[src/rtl/core_pkg.sv]
// Shared constants and types for the writeback / register-file slice.
// The wb_sel encoding matches the mem_to_reg pipeline bit directly.
package core_pkg;
  localparam int XLEN       = 32;
  localparam int REG_ADDR_W = 5;
  localparam int NUM_REGS   = 32;
  localparam int CNT_W      = 64;
  localparam logic [REG_ADDR_W-1:0] ZERO_REG = 5'd0;

  typedef enum logic {
    WB_ALU = 1'b0,
    WB_MEM = 1'b1
  } wb_sel_e;
endpackage

[src/rtl/regfile_array.sv]
// Raw register storage: synchronous clear, one write port, two combinational
// read ports. No x0 handling here; the top masks address zero.
module regfile_array
  import core_pkg::*;
#(
  parameter int DW = XLEN,
  parameter int NR = NUM_REGS,
  parameter int AW = REG_ADDR_W
) (
  input  logic          clk,
  input  logic          reset,
  input  logic          we,
  input  logic [AW-1:0] waddr,
  input  logic [DW-1:0] wdata,
  input  logic [AW-1:0] raddr1,
  input  logic [AW-1:0] raddr2,
  output logic [DW-1:0] rdata1,
  output logic [DW-1:0] rdata2
);

  logic [DW-1:0] mem_r [NR];

  // Storage update: full clear on reset, otherwise single-port write
  always_ff @(posedge clk) begin
    if (reset) begin
      for (int i = 0; i < NR; i++) begin
        mem_r[i] <= '0;
      end
    end else if (we) begin
      mem_r[waddr] <= wdata;
    end
  end

  assign rdata1 = mem_r[raddr1];
  assign rdata2 = mem_r[raddr2];

endmodule

[src/rtl/writeback_regfile.sv]
// Writeback stage: selects the result, commits it to the register file, offers
// bypassed decode reads and an EX forward tap, and counts retired instructions.
module writeback_regfile
  import core_pkg::*;
#(
  parameter int XW = XLEN,
  parameter int CW = CNT_W
) (
  input  logic                  clk,
  input  logic                  reset,
  input  logic [XW-1:0]         in_alu_out,
  input  logic [XW-1:0]         in_mem_out,
  input  logic [REG_ADDR_W-1:0] in_rd,
  input  logic                  in_mem_to_reg,
  input  logic                  in_write_enable,
  input  logic                  in_retire,
  input  logic [REG_ADDR_W-1:0] rs1_addr,
  input  logic [REG_ADDR_W-1:0] rs2_addr,
  output logic [XW-1:0]         rs1_data,
  output logic [XW-1:0]         rs2_data,
  output logic                  fwd_valid,
  output logic [REG_ADDR_W-1:0] fwd_rd,
  output logic [XW-1:0]         fwd_data,
  output logic [CW-1:0]         instret
);

  wb_sel_e       wb_sel_s;
  logic [XW-1:0] wb_data_s;
  logic          wb_en_s;
  logic [XW-1:0] raw1_s;
  logic [XW-1:0] raw2_s;
  logic [CW-1:0] instret_r;

  assign wb_sel_s = wb_sel_e'(in_mem_to_reg);
  assign wb_en_s  = in_write_enable && (in_rd != ZERO_REG);

  // Writeback result select
  always_comb begin
    wb_data_s = in_alu_out;
    case (wb_sel_s)
      WB_ALU:  wb_data_s = in_alu_out;
      WB_MEM:  wb_data_s = in_mem_out;
      default: wb_data_s = in_alu_out;
    endcase
  end

  regfile_array #(
    .DW(XW),
    .NR(NUM_REGS),
    .AW(REG_ADDR_W)
  ) u_array (
    .clk    (clk),
    .reset  (reset),
    .we     (wb_en_s),
    .waddr  (in_rd),
    .wdata  (wb_data_s),
    .raddr1 (rs1_addr),
    .raddr2 (rs2_addr),
    .rdata1 (raw1_s),
    .rdata2 (raw2_s)
  );

  // Read port 1: x0 is hard zero, otherwise write-through bypass over the array
  always_comb begin
    rs1_data = raw1_s;
    if (rs1_addr == ZERO_REG) begin
      rs1_data = '0;
    end else if (wb_en_s && (rs1_addr == in_rd)) begin
      rs1_data = wb_data_s;
    end else begin
      rs1_data = raw1_s;
    end
  end

  // Read port 2: same rules as port 1
  always_comb begin
    rs2_data = raw2_s;
    if (rs2_addr == ZERO_REG) begin
      rs2_data = '0;
    end else if (wb_en_s && (rs2_addr == in_rd)) begin
      rs2_data = wb_data_s;
    end else begin
      rs2_data = raw2_s;
    end
  end

  assign fwd_valid = wb_en_s;
  assign fwd_rd    = in_rd;
  assign fwd_data  = wb_data_s;

  // Retired-instruction counter; retires without a write (stores, branches) count too
  always_ff @(posedge clk) begin
    if (reset) begin
      instret_r <= '0;
    end else if (in_retire) begin
      instret_r <= instret_r + {{(CW-1){1'b0}}, 1'b1};
    end
  end

  assign instret = instret_r;

endmodule

[config.mk]
export PLATFORM = sky130hd
export DESIGN_NAME = writeback_regfile
export DESIGN_NICKNAME = d
export VERILOG_FILES = /design/src/rtl/core_pkg.sv /design/src/rtl/regfile_array.sv /design/src/rtl/writeback_regfile.sv
export SDC_FILE = /design/constraint.sdc
export NUM_CORES = 2
export LEC_CHECK = 0
export CAP_MARGIN = 10
export CORE_MARGIN = 5
export CORE_UTILIZATION = 45
export CTS_CLUSTER_SIZE = 24
export DETAILED_ROUTE_END_ITERATION = 10
export SYNTH_ARGS = -nofsm -noshare
export SYNTH_HDL_FRONTEND = slang
export SYNTH_SLANG_ARGS = --single-unit
[constraint.sdc]
create_clock -name clk -period 4 [get_ports clk]
set_clock_uncertainty 0.2 [all_clocks]
set_input_delay 0.6 -clock clk [delete_from_list [all_inputs] [get_ports clk]]
set_output_delay 0.6 -clock clk [all_outputs]
set_load 0.005 [all_outputs]
==> qor.yml <==
outcome:
  status: "complete, but fails checks"
  violations: "negative setup slack"
clock_network:
  cts_max_level: 3
  cts_buffer_depth: 3
  cts_sinks: 1088
  insertion_delay_ns: 0.73
  cts_buffers: 118
  clkTransAtPathRegs_ns: 0.06
  cts_tree: "yes"
  cts_root_buf: "clkbuf_16"
placed_design:
  gp_congestion: 0.9285
  post-dp-hpwl_mm: 146.3
  placed_area_sq_mm: 0.06466
  preCtsSetupSlack_ns: -0.2427
  io_buffers: 249
routing:
  top_layer: "met5"
  viasPerCell: 6.655
  antenna_left: 0
  wl_per_cell_um: 34.60
  drt_wl_total_mm: 226.7
  met3_wirelength_mm: 32.31
  wl_met1_mm: 82.76
  wl_met2_mm: 99.59
  drtIter0Drc: 6630
  first_pass_iters: 6
  num_vias: 43600
  drc_errors: 0
timing:
  setup_tns_ns: -0.001249
  setup_violations: 1
  rsz0062_at_grt: "true"
  slew-limit-headroom: 0.4007
  final-max-slew-violation-count: 0
  tightestPinTransition_ns: 0.8990
  fin_ws_ns: -0.001249
  period_share: 1.000
  hold_violations: 0
  max_freq_ghz: 0.2499
  finalCriticalPeriod_ns: 4.001
global_route:
  grt_pass1_wl_mm: 316.8
  grt_overflow: 0
  track_usage: 0.3357
  grt_max_degree: 72
  antenna_found_initial: 5
  grt_pass1_vias: 42320
synthesis:
  synth-main-ff-cell: "edfxtp_1"
  syn_area_sq_mm: 0.05660
  avgSynthCellArea_sq_um: 12.87
  syn_inst: 4398
  synth-seq-area-share: 0.5659
  synth.distinct_cells: 67
  yosysWarnings: 0
  synth_edf_count: 1024
  ys_seq_elements: 1088
  yosysTopAreaCellShare: 0.5433
  async_flop_share: 0
  yosysTopAreaCell: "edfxtp_1"
  netlist_top_cells_area: "edfxtp_1 (54%), mux4_2 (15%), nor2_1 (7.1%)"
power_and_ir_drop:
  power.leakage_nw: 24.56
  vdd_drop_max_mv: 0.3707
  p_total_mw: 28.44
  pwr_density_cell_mw_per_mm2: 414.6
cells_and_area:
  final_cell_area_sq_mm: 0.06859
  postLayoutCoreUtil: 0.5477
  syn_to_final_growth_pct: 21.19
  nets: 4888
  drive_gt1_frac: 0.2510
floorplanning:
  start_util: 0.4519
  die_width_um: 364.7
  die_area_sq_mm: 0.1330
  io-pin-count: 250
  chipHeight_um: 364.7
  row_count: 130
  coreArea_sq_mm: 0.1252
setup_path:
  critPathKind: "in2out"
  arrival_ns: 3.20
  path_max_fanout: 22
  start_kind: "primary input"
  end_kind: "output pin"
  critical_path_required_ns: 3.20
job:
  max-cap-violations: 0
min_path:
  hold_class: "in2reg"
## layout by cell type, fill, tap and decap left out, types with 66 or more instances in the layout
cell type        Yosys  final
a21oi_1             79     78
nand2_1            144    113
o22ai_1             94     93
buf_12               0     98
clkbuf_16            0    120
mux4_2             369    369
edfxtp_1          1024   1024
nor2_1            1071   1069
clkdlybuf4s50_1      0    219
buf_4                9    351
o21ai_0             73     72
mux2i_1            272    240
a221oi_1            66     66
mux2_2              87     87
## state kept, by name, indices dropped and copies added, names as in the netlist
register	count
u_array.mem_r	1024
instret	64
## per-stage QoR
stage	std cells	hold WS, ns
floorplan	4429	0.2828
global placement	6328	0.2869
detailed placement	6328	0.2993
CTS	6546	0.07077
global route	6551	0.09992
finish	6552	0.1011
## routing by layer
metal | global-route usage | vias to the layer above
li1 | - | 17530
met1 | 0.4490 | 21970
met2 | 0.5059 | 3437
met3 | 0.1079 | 661
met4 | 0.1467 | 6
met5 | 0 | -
## cell type report
type / instances / area, sq um
diodes: 1 / 2.502
flip-flops and latches: 1088 / 32030
clock inverters: 77 / 620.6
well taps: 1650 / 2064
repair buffers: 698 / 7153
multi-input cells: 2850 / 23460
inverters: 47 / 176.4
clock buffers: 141 / 3082
fillers: 10350 / 56650
## worst max-delay path: stages
cell and delay (ns):
clkbuf_8 0.25, buf_12 0.22, and2_2 0.18, buf_4 0.23, a221oi_1 0.45, o21ai_0 0.20, nor2b_1 0.19, o221ai_2 0.26
clkdlybuf4s50_1 0.57
## cell usage after synthesis (65+ instances only)
cell	n
edfxtp_1	1024
mux2_2	87
nand2b_1	65
nor2_1	1071
o22ai_1	94
a221oi_1	66
a21oi_1	79
o21ai_0	73
mux2i_1	272
mux4_2	369
nand2_1	144
clkbuf_1	312
buf_2	72
## cell families after synthesis
logic type | Yosys count | synth area share
AOI/OAI and AO/OA | 525 | 0.06539
xor gates and xnor gates | 43 | 0.006654
adders and majority gates | 1 | 0.0002210
buffers and inverters | 491 | 0.03504
DFF | 1088 | 0.5659
muxes | 728 | 0.2122
other | 1 | 0.00006626
and+or+nand+nor | 1521 | 0.1145
## where the power goes
| part | internal [mW] | switching, mW |
|---|---|---|
| Sequential | 13.0 | 0.314 |
| Combinational | 1.88 | 2.44 |
| Clock | 6.03 | 4.73 |
| Total | 21.0 | 7.49 |
## final timing paths
kind                                  start                   to  slack, ns  cells past startpoint
worst max-delay path            rs2_addr[1]         rs2_data[17]     -0.001                      9
worst min-delay path                  reset  u_array.mem_r[0][4]       0.10                      1
worst max register to register  instret[32]          instret[48]       1.22                      5
worst min register to register  instret[62]          instret[62]       0.31                      2
## timing repair
| action | CTS | global route |
|---|---|---|
| pin swaps | 3 | 6 |
| gates cloned | 0 | 0 |
| setup buffers | 0 | 5 |
| setup endpoints to repair | 27 | 29 |
| gates resized for setup | 19 | 33 |
| hold buffers | 0 | 0 |
Note: power is estimated with default switching activity, not from simulation.
